$ cat src/rtl/seri_toplayici_denetleyici.sv
// Bit-serial N-bit adder: one shared full adder processes one bit pair per clock,
// LSB first, with the ripple carry held in a flip-flop between cycles.

module tamtoplayici (
    input  logic A,
    input  logic B,
    input  logic Cin,
    output logic S,
    output logic Cout
);
    assign S    = A ^ B ^ Cin;
    assign Cout = (A & B) | (Cin & (A ^ B));
endmodule

// state | meaning
// IDLE  | waiting for start; operands captured on the accepting edge
// RUN   | one bit pair per cycle through the full adder, N cycles
// DONE  | one-cycle completion pulse; sum/cout valid from here on
module seri_toplayici_denetleyici #(
    parameter int N = 8
) (
    input  logic         clk,
    input  logic         rst,
    input  logic         start,
    input  logic [N-1:0] a,
    input  logic [N-1:0] b,
    input  logic         cin,
    output logic [N-1:0] sum,
    output logic         cout,
    output logic         busy,
    output logic         done
);
    localparam int CW = (N > 1) ? $clog2(N) : 1;

    typedef enum logic [1:0] {
        IDLE = 2'd0,
        RUN  = 2'd1,
        DONE = 2'd2
    } state_t;

    state_t        state;
    logic [N-1:0]  a_sh;
    logic [N-1:0]  b_sh;
    logic [N-1:0]  s_sh;
    logic          c;
    logic [CW-1:0] cnt;
    logic          fa_s;
    logic          fa_c;
    logic          s_sh_lsb_unused;

    tamtoplayici u_fa (
        .A    (a_sh[0]),
        .B    (b_sh[0]),
        .Cin  (c),
        .S    (fa_s),
        .Cout (fa_c)
    );

    // The final sum bit goes straight into sum, so the oldest partial bit is never read.
    assign s_sh_lsb_unused = s_sh[0];

    always_ff @(posedge clk) begin
        if (rst) begin
            state <= IDLE;
            a_sh  <= '0;
            b_sh  <= '0;
            s_sh  <= '0;
            c     <= 1'b0;
            cnt   <= '0;
            sum   <= '0;
            cout  <= 1'b0;
        end else begin
            case (state)
                IDLE: begin
                    if (start) begin
                        a_sh  <= a;
                        b_sh  <= b;
                        c     <= cin;
                        cnt   <= '0;
                        state <= RUN;
                    end
                end
                RUN: begin
                    s_sh <= {fa_s, s_sh[N-1:1]};
                    a_sh <= {1'b0, a_sh[N-1:1]};
                    b_sh <= {1'b0, b_sh[N-1:1]};
                    c    <= fa_c;
                    cnt  <= cnt + 1'b1;
                    if (cnt == CW'(N - 1)) begin
                        sum   <= {fa_s, s_sh[N-1:1]};
                        cout  <= fa_c;
                        state <= DONE;
                    end
                end
                DONE: state <= IDLE;
                default: state <= IDLE;
            endcase
        end
    end

    // Decoded straight from the state register, so both are glitch-free.
    assign busy = (state == RUN);
    assign done = (state == DONE);
endmodule

$ cat config.mk
export PLATFORM = sky130hd
export DESIGN_NAME = seri_toplayici_denetleyici
export DESIGN_NICKNAME = d
export VERILOG_FILES = /design/src/rtl/seri_toplayici_denetleyici.sv
export SDC_FILE = /design/constraint.sdc
export NUM_CORES = 1
export LEC_CHECK = 0
export ABC_AREA = 1
export CORE_MARGIN = 2
export CORE_UTILIZATION = 40
export DETAILED_ROUTE_END_ITERATION = 8
export SETUP_SLACK_MARGIN = 0.3
export SLEW_MARGIN = 25
export SYNTH_ARGS = -nofsm -noshare
export SYNTH_HDL_FRONTEND = slang
export SYNTH_SLANG_ARGS = --single-unit
$ cat constraint.sdc
create_clock -name clk -period 1.5 [get_ports clk]
set_clock_uncertainty 0.1 [all_clocks]
set_input_delay 0.225 -clock clk [delete_from_list [all_inputs] [get_ports clk]]
set_output_delay 0.225 -clock clk [all_outputs]
set_load 0.05 [all_outputs]
==> impl_results.md, run 1 <==
* Outcome: finished, final reports clean
* Buf/Inv on CP at 2
* Layout area overhead at 58.5%
* Reg clk slew, reported paths at 70 ps
* Post-synthesis adder-cell area fraction at 2.64%
* Syn Inst Count at between 200 and 300
* Fmax at ~0.74 GHz
* CP most frequent cell: buf_12
* Clk_lat worst skew at roughly 280 ps
* Synthesized netlist net count at 282
* Shortest period the worst path allows at ~1300 ps
* Fin util at 66.6%
* DR vias/cell at 4.58
* CP Capture Type: primary output
* Row count at 23
* Synth Area in Compound Gates at under 10%
* Die Y at 69.3 um
* Hold WC Path Type: register to register
* Post-Route WL at 3.82 mm
* Final setup violating endpoints at 0
* Routed via count at roughly 1600
* Core Area at 0.00406 mm2
* ANT cells at 0
* PD cells at 838 mW/mm2
* FF+latch count, synth at 38
* Pwr Total at around 2.3 mW
* Top Usage Layer GRT: met2
* Inst Count DP at roughly 340
* Global-route wire length before repair at ~6.8 mm
* Crit path arrival time at 1020 ps
* CP Cell Sequence: buf_12 -> nor2_4 -> buf_12
* Layout cell share with drive strength beyond 1 at 25.3%
* Setup TNS at 0 ps
* Ys Warns at 0
* Antenna-violating nets left at 0
* Fin. Hold Viols at 0
* Largest net degree at the start of global routing at 22
* Starting DRT DRC Count at 78
* CTS H-Tree Depth at 2
* Grt met3 use at 4.51%
* Final GP Congestion at 0.758
* Critical Path Source: state[0]$_SDFFE_PP0P_
* Global-route met2 utilization at 28.8%
* Kind of critical path: register to primary output
* Die Wd at between 60 and 70 um
* Clk root buf: clkbuf_8
* Largest family of logic cells by synthesized area: simple AND/OR/NAND/NOR gates
* Slew Viols, Final at 0
* Design area at 0.00270 mm2
* Initial antenna violation count at 0
* Setup slack, reg-to-reg at 170 ps
* CP max stage cell: dfxtp_4
* Peak supply drop at approximately 470 uV
* Fill cells at roughly 350
* CP max stage delay at between 300 and 400 ps
* Initial core utilization at between 40% and 50%
* Mean Syn Cell Area at 6.58 um2
* Critical path depth at 3
* Max capacitance violation total at 0
* Drt pass-1 iters at 4
* Nets at 331
* Distinct cell type count after synthesis at 17
* Placed Instance Area at 0.00223 mm2
* Reg2reg path depth at 8
* Area of the multi-input gates at slightly above 900 um2
* Port Buffer Count at 30
* Post-Synth Simple-Gate Area at 38.5%
* Post-route DRC at 0
* Vias in the first global route at 1578
* Num CTS Buffers at 5
* Critical Path RT at 1170 ps
* Detailed Place HPWL at 2.34 mm
* Synth Area in XOR/XNOR at 0%
* WL/cell at between 10 and 15 um
* Worst Path Max Fanout at 4
* RSZ-0062 raised after global routing: true
* Rel. slew slack at 86.1%
* Worst setup SP type: register
* Clk sinks at 38
* Total grt overflow at 0
* Hold-fix buffers at CTS at 0
* Register area at about 770 um2
* RR Endpoint: c$_SDFFE_PP0P_
* LEAKAGE at 1.24 nW
* Multiplexer share of the synthesized area at 0%
* CP top delay family: flip-flops
* Non-Filler Instances at around 360
* Sequential area share after synthesis at between 40% and 50%
* Tcrit/Tclk final at 89.8%
* R2R Path Start: state[0]$_SDFFE_PP0P_
* Total Routing Usage GR at 17.4%
* Worst Setup EP: done
* Cell area after synthesis at 0.00171 mm2
* IO Pins at 31
* Slew @ Worst Pin at 208 ps
* Met1 Use GR at 21.9%
* Die area at just under 0.005 mm2
* CTS tree: built
* Clk buf depth at 2
[synth_stat cells]
cell      instances  area [um2]
dfxtp_1          38         761
inv_1            24        90.1
nand3_1           9        45.0
ha_1              2        25.0
clkbuf_1          2        7.51
buf_6             2        22.5
o21a_1            1        7.51
fa_1              1        20.0
nand2_1          86         323
nor2_2            1        6.26
nor2_1           69         259
o21ai_0           9        45.0
nor2_4            1        11.3
buf_2             4        20.0
a21oi_1           4        20.0
nand2_2           2        12.5
buf_4             4        30.0
[layout make-up]
cell class | instances | share of cell area [%]
Tap cell | 50 | 2.31
Clock buffer | 7 | 2.82
Inverter | 24 | 3.52
Sequential cell | 38 | 28.7
Multi-Input combinational cell | 185 | 34.4
Timing Repair Buffer | 54 | 28.3
[registers in the layout (all words and copies together), names as in the netlist]
name	flops
cout	1
s_sh	7
state	2
c	1
a_sh	8
sum	8
cnt	3
b_sh	8
[layout by cell type, fill, tap and decap left out, drive strengths merged]
master,synthesis,final
dfxtp,38,38
buf,10,35
nand3,9,9
ha,2,2
o21ai,9,9
fa,1,1
o21a,1,1
inv,24,24
clkdlybuf4s50,0,19
a21oi,4,4
nand2,88,88
nor2,71,71
clkbuf,2,7
[stage by stage]
stage / setup WS [ps] / hold WS, ps
2_1_floorplan: 283 / 194
3_3_place_gp: 34.5 / 346
3_5_place_dp: 29.8 / 354
4_1_cts: 138 / 364
5_1_grt: 109 / 386
6_report: 153 / 360
[power breakdown]
| group | internal [mW] | switching, mW | leakage (nW) |
|---|---|---|---|
| Clock | 0.320 | 0.319 | 0.0383 |
| Sequential | 1.07 | 0.0367 | 0.315 |
| Combinational | 0.270 | 0.249 | 0.887 |
| Total | 1.66 | 0.604 | 1.24 |
[timing repair]
item,in CTS,in global routing
gates cloned,4,0
setup endpoints to repair,32,39
gates resized for setup,37,29
setup buffers,9,1
endpoints found under the hold margin,0,0
pin swaps,16,14
[cells by family (layout without fill, tap and decap cells)]
| kind of cell | Yosys count | after routing |
|---|---|---|
| fa+ha+maj | 3 | 3 |
| buf+inv | 36 | 85 |
| compound gates | 14 | 14 |
| flops | 38 | 38 |
| simple gates | 168 | 168 |
[worst min-delay path, delay by kind of cell (launching register included)]
family | cells | cell delay, ps
and+or+nand+nor | 1 | 60
DFF | 1 | 310
AOI/OAI and AO/OA | 1 | 50
[how the worst min path moves through the flow]
| stage | start | endpoint | slack [ps] | cells past startpoint |
|---|---|---|---|---|
| 2_1_floorplan | rst | a_sh[7]$_SDFFE_PP0P_ | 190 | 1 |
| 3_3_place_gp | b_sh[7]$_SDFFE_PP0P_ | b_sh[7]$_SDFFE_PP0P_ | 350 | 2 |
| 3_5_place_dp | b_sh[7]$_SDFFE_PP0P_ | b_sh[7]$_SDFFE_PP0P_ | 350 | 2 |
| 4_1_cts | s_sh[2]$_SDFFE_PP0N_ | sum[1]$_SDFFE_PP0P_ | 360 | 2 |
| 5_1_grt | s_sh[3]$_SDFFE_PP0N_ | sum[2]$_SDFFE_PP0P_ | 390 | 2 |
| 6_report | a_sh[7]$_SDFFE_PP0P_ | a_sh[7]$_SDFFE_PP0P_ | 360 | 2 |
[layer usage]
metal	vias to the layer above	part of all wire (%)
li1	873	-
met1	718	45
met2	40	48
met3	7	5.2
met4	0	1.7
met5	-	0
Note: power is estimated with default switching activity, not from simulation.
==> inputs of run 2 (changes only) <==
--- a/config.mk
+++ b/config.mk
@@ -6,9 +6,11 @@
 export NUM_CORES = 1
 export LEC_CHECK = 0
 export ABC_AREA = 1
-export CORE_MARGIN = 2
-export CORE_UTILIZATION = 40
+export CELL_PAD_IN_SITES_DETAIL_PLACEMENT = 1
+export CELL_PAD_IN_SITES_GLOBAL_PLACEMENT = 1
+export CORE_UTILIZATION = 36
 export DETAILED_ROUTE_END_ITERATION = 8
+export PLACE_DENSITY_LB_ADDON = 0.1
 export SETUP_SLACK_MARGIN = 0.3
 export SLEW_MARGIN = 25
 export SYNTH_ARGS = -nofsm -noshare
==> constraint.sdc (replaced) <==
create_clock -name clk -period 1.29 [get_ports clk]
set_clock_uncertainty 0.1 [all_clocks]
set_input_delay 0.1935 -clock clk [delete_from_list [all_inputs] [get_ports clk]]
set_output_delay 0.1935 -clock clk [all_outputs]
set_load 0.05 [all_outputs]
==> run 2 against run 1 <==
Compared with the run above:
- the run now ends with setup timing left
- core utilization shrank 1.5 points
- worst setup slack lost 240 ps
- sequential power grew 17%
- via count grew 12%
- global-route usage grew 4.8 points
- hold slack lost 9.1 ps
- routed wire length grew 53%
- clock-buffer cell count shrank 1
- first-iteration DRC count shrank 2.6%
- critical endpoint is now a_sh[5]$_SDFFE_PP0P_
- highest routed layer unchanged
- register-to-register slack lost 260 ps
- critical path type is now register to register
- sequential cell count is the same
==> impl_results.md, run 2 (same netlist as run 1, synthesis figures left out) <==
* Final worst setup slack at -92.3 ps
* Fin util at 65.1%
* Outcome: finished with violations
* Slew @ Worst Pin at 281 ps
* Post-route DRC at 0
* Largest net degree at the start of global routing at 24
* Die Y at 70.8 um
* Slew Viols, Final at 0
* Nets at 340
* CTS H-Tree Depth at 2
* Worst Path Max Fanout at 8
* Tcrit/Tclk final at 107%
* Worst setup SP type: register
* Initial antenna violation count at 0
* Commonest non-fill, non-tap cell in the layout: nand2_1
* Flop pwr share at 43.8%
* Die Wd at 70.8 um
* Hold-fix buffers at CTS at 0
* Rel. slew slack at 81.2%
* Reg clk slew, reported paths at 80 ps
* Non-Filler Instances at 370
* Total Routing Usage GR at 22.2%
* Total grt overflow at 0
* IO Pins at 31
* Most frequent cells in the layout: nand2_1, nor2_1, dfxtp_1
* Design area at 0.00289 mm2
* Placed Instance Area at 0.00231 mm2
* Starting DRT DRC Count at 76
* Internal power at about 2.1 mW
* Fill cells at approximately 510
* Layout area overhead at 69.6%
* Failing checks: setup timing
* Sw power at 0.864 mW
* ANT cells at 0
* Clk_lat worst skew at 290 ps
* Shortest period the worst path allows at 1380 ps
* WL/cell at 15.7 um
* CP Capture Type: register
* Clk buf depth at 2
* Critical Path RT at 1370 ps
* Max capacitance violation total at 0
* Vias in the first global route at 1857
* Biggest regs: a_sh x8, b_sh x8, sum x8
* CTS tree: built
* Layout cell share with drive strength beyond 1 at 36.2%
* Kind of critical path: register to register
* Detailed Place HPWL at 2.79 mm
* Switching fraction of total power at 29.1%
* Peak supply drop at 549 uV
* Die area at around 0.0050 mm2
* Antenna-violating nets left at 0
* Port Buffer Count at 30
* Comb power frac at 24.4%
* Clock Power Share at 31.9%
* Setup slack, reg-to-reg at -90 ps
* Fin. Hold Viols at 0
* DR vias/cell at around 5.0
* Clk root buf: clkbuf_8
* Routed via count at 1834
* Hold WC Path Type: input port to register
* PD cells at 1020 mW/mm2
* LEAKAGE at 1.32 nW
* Fmax at 0.723 GHz
* Global-route wire length before repair at 8.60 mm
* Num CTS Buffers at 5
* Initial core utilization at a little under two fifths
* RSZ-0062 raised after global routing: true
* Drt pass-1 iters at 6
* Crit path arrival time at 1470 ps
* Clk sinks at 38
* Inst Count DP at 342
* Final GP Congestion at 0.717
* Post-Route WL at slightly below 6 mm
* Final setup violating endpoints at 22
* Core Area at 0.00444 mm2
* Row count at 24
run 2: cell types whose count changed in the layout (fill, tap and decap cells not counted), sizes merged:
cell           change
clkdlybuf4s50      -1
clkbuf             -1
dlymetal6s2s       +1
bufbuf             +1
buf                +8
clkinv             +2
run 2: worst max-delay path: stages, from the launching register on:
cell     delay (ps)
dfxtp_4         390
buf_6           130
nand2_8          80
nand2_8         100
buf_12          100
buf_12          110
nand2_2          60
nor2_2          140
nor2_1           70
run 2: metrics by stage:
step	total power [mW]	hold WS, ps	setup WS (ps)	setup TNS [ps]
3_3_place_gp	1.77	348	-164	-3330
5_1_grt	3.08	352	-122	-1840
3_5_place_dp	1.79	361	-183	-4190
4_1_cts	2.84	364	-52.7	-368
6_report	2.96	350	-92.3	-651
2_1_floorplan	1.61	155	138	0
run 2: path summary, 6_finish.rpt:
kind	startpoint	end	depth (start not counted)
setup / recovery	state[0]$_SDFFE_PP0P_	a_sh[5]$_SDFFE_PP0P_	8
hold / removal	start	a_sh[7]$_SDFFE_PP0P_	4
setup reg to reg	state[0]$_SDFFE_PP0P_	a_sh[5]$_SDFFE_PP0P_	8
hold reg to reg	s_sh[6]$_SDFFE_PP0N_	sum[5]$_SDFFE_PP0P_	2
run 2: power groups by stage:
| stage | Sequential (mW) | Combinational (mW) | Clock (mW) |
|---|---|---|---|
| after floorplan | 1.31 | 0.305 | 0 |
| after global placement | 1.31 | 0.457 | 0 |
| after detailed placement | 1.32 | 0.469 | 0 |
| after CTS | 1.29 | 0.606 | 0.951 |
| after global routing | 1.30 | 0.782 | 0.997 |
| final | 1.30 | 0.722 | 0.945 |
run 2: layer usage:
metal	GRT usage, %	part of all wire [%]	wire length [um]
met2	40.4	55	3180
met4	7.56	1.2	67
met3	3.28	2.8	161
met5	0	0	0
met1	26.7	42	2420
run 2: layout make-up:
class	instances	area (um2)	area share [%]
repair buffers	63	842	29.1
clock inverters	2	10.0	0.346
well taps	52	65.1	2.25
flip-flops and latches	38	785	27.1
multi-input cells	185	997	34.5
inverters	24	100	3.46
clock buffers	6	93.8	3.24
run 2: repair_timing:
| item | CTS | global route |
|---|---|---|
| pin swaps | 4 | 17 |
| buffers inserted | 9 | 7 |
| resized for setup | 28 | 47 |
| cloned | 4 | 0 |
| setup endpoints to repair | 49 | 49 |
==> inputs of run 3 (changes only) <==
==> constraint.sdc (replaced) <==
create_clock -name clk -period 1.5 [get_ports clk]
set_clock_uncertainty 0.1 [all_clocks]
set_input_delay 0.225 -clock clk [delete_from_list [all_inputs] [get_ports clk]]
set_output_delay 0.225 -clock clk [all_outputs]
set_load 0.05 [all_outputs]
==> run 3 against run 2 <==
Compared with the run above:
- design area up 8.1%
- the run ends with DRC, setup timing left
- register-to-register slack better by 90 ps
- power up 1.1%
- critical path type unchanged
==> impl_results.md, run 3 (same netlist as run 1, synthesis figures left out) <==
* Total grt overflow at 0
* Row count at 24
* Setup slack, reg-to-reg at -3 ps
* Kind of critical path: register to register
* Comb power frac at 26.0%
* Drt pass-1 iters at 8
* Post-route DRC at 2
* Port Buffer Count at 30
* Commonest non-fill, non-tap cell in the layout: nor2_1
* Reg clk slew, reported paths at 90 ps
* Fin util at 70.4%
* Layout cell share with drive strength beyond 1 at 42.3%
* ANT cells at 0
* Final GP Congestion at 0.718
* Non-Filler Instances at 371
* Layout area overhead at 83.4%
* Clk root buf: clkbuf_8
* Outcome: finished with violations
* Tcrit/Tclk final at 100%
* Max capacitance violation total at 0
* Initial core utilization at 38.4%
* Critical Path Source: state[0]$_SDFFE_PP0P_
* PD cells at 958 mW/mm2
* Global-route wire length before repair at 10.5 mm
* Crit path arrival time at 1610 ps
* Die Y at between 70 and 80 um
* IO Pins at 31
* Final setup violating endpoints at 2
* Die area at around 0.0050 mm2
* Nets at 341
* Total Routing Usage GR at 28.2%
* RR Endpoint: b_sh[1]$_SDFFE_PP0P_
* Biggest regs: a_sh x8, b_sh x8, sum x8
* CP max stage cell: dfxtp_4
* Peak supply drop at 727 uV
* Detailed Place HPWL at 2.86 mm
* Hold WC Path Type: register to register
* R2R Path Start: state[0]$_SDFFE_PP0P_
* Most frequent cells in the layout: nor2_1, nand2_1, dfxtp_1
* Rel. slew slack at 83.2%
* Fin Hold WS at 393 ps
* WL/cell at approximately 23 um
* CP max stage delay at ~370 ps
* Worst setup SP type: register
* Worst Setup EP: b_sh[1]$_SDFFE_PP0P_
* Largest net degree at the start of global routing at 34
* CP Cell Sequence: buf_12 -> o21ai_4 -> buf_6 -> buf_12 -> buf_16 -> nand2_1 -> nand2_1 -> nor2_1
* Internal power at approximately 2.1 mW
* Slew Viols, Final at 0
* CTS H-Tree Depth at 2
* Switching fraction of total power at roughly 30%
* Fill cells at between 400 and 500
* Inst Count DP at 337
* CP Capture Type: register
* Vias in the first global route at slightly above 2000
* Clock Power Share at 36.6%
* Die Wd at a little over 70 um
* Clk sinks at 38
* CTS tree: built
* Critical Path RT at between 1500 and 2000 ps
* Fmax at 0.665 GHz
* Final worst setup slack at -2.69 ps
* Fin. Hold Viols at 0
* Initial antenna violation count at 0
* DR vias/cell at 5.43
* Slew @ Worst Pin at 252 ps
* Post-Route WL at 8.68 mm
* Worst Path Max Fanout at 5
* Shortest period the worst path allows at around 1500 ps
* Failing checks: DRC, setup timing
* DP Worst Slack at -20.5 ps
* Starting DRT DRC Count at ~120
* Clk_lat worst skew at approximately 310 ps
* Hold-fix buffers at CTS at 0
* Core Area at 0.00444 mm2
* Sw power at between 0.8 and 0.9 mW
* RSZ-0062 raised after global routing: true
* Reg2reg path depth at 8
* Num CTS Buffers at 5
* Clk buf depth at 2
* LEAKAGE at 1.44 nW
* Routed via count at 2016
* Flop pwr share at around 37%
* Antenna-violating nets left at 0
## run 3: changes by cell type in the layout (fill, tap and decap cells not counted), moves of 4 or more
cell,before,now
buf_4,15,8
nand2_1,69,50
nand2_2,14,22
nand2_4,2,15
nor2_1,59,52
nor2_2,8,12
o21ai_2,6,2
## run 3: critical path, delay by kind of cell, from the launching register on
| family | cells | cell delay (ps) |
|---|---|---|
| flip-flops | 1 | 370 |
| AO/OA/AOI/OAI | 1 | 220 |
| buffers and inverters | 4 | 510 |
| AND/OR/NAND/NOR | 3 | 190 |
## run 3: how the worst min path moves through the flow
stage / start / cells after the start / slack, ps / to
after global placement: a_sh[7]$_SDFFE_PP0P_ / 2 / 350 / a_sh[7]$_SDFFE_PP0P_
final: s_sh[5]$_SDFFE_PP0N_ / 2 / 390 / sum[4]$_SDFFE_PP0P_
after global routing: cnt[1]$_SDFFE_PP0P_ / 2 / 410 / cnt[1]$_SDFFE_PP0P_
after floorplan: rst / 1 / 190 / a_sh[7]$_SDFFE_PP0P_
after CTS: s_sh[6]$_SDFFE_PP0N_ / 2 / 370 / sum[5]$_SDFFE_PP0P_
after detailed placement: cnt[1]$_SDFFE_PP0P_ / 2 / 360 / cnt[1]$_SDFFE_PP0P_
## run 3: power by group through the flow
stage               Clock (mW)  Combinational, mW  Sequential, mW
floorplan                    0              0.234            1.12
global placement             0              0.368            1.13
detailed placement           0              0.380            1.13
CTS                       1.07              0.579            1.11
global route              1.13              0.810            1.13
finish                    1.10              0.778            1.12
## run 3: cell type report
| cell class | count | area [um2] | share of cell area, % |
|---|---|---|---|
| Clock inverter | 3 | 68.8 | 2.20 |
| Inverter | 24 | 97.6 | 3.12 |
| Timing Repair Buffer | 63 | 936 | 29.9 |
| Clock buffer | 5 | 68.8 | 2.20 |
| Tap cell | 52 | 65.1 | 2.08 |
| Sequential cell | 38 | 785 | 25.1 |
| Multi-Input combinational cell | 186 | 1110 | 35.4 |
## run 3: repair_timing
| action | in CTS | in global routing |
|---|---|---|
| pin swaps | 26 | 25 |
| resized for setup | 55 | 82 |
| gates cloned | 7 | 1 |
| buffers inserted | 12 | 6 |
| setup endpoints to repair | 40 | 44 |
| hold endpoints to repair | 0 | 0 |
## run 3: stage by stage
step	area, um2	power, mW	TNS, ps
after floorplan	1710	1.35	0
after global placement	2220	1.49	0
after detailed placement	2220	1.51	-20.5
after CTS	2810	2.76	0
after global routing	3130	3.07	-27.9
final	3130	3.00	-2.89
## run 3: per-layer routing
metal  GRT usage (%)  share of wire (%)
met2            51.6                 53
met5               0                  0
met1            32.1                 40
met3            5.84                4.5
met4            10.9                3.3
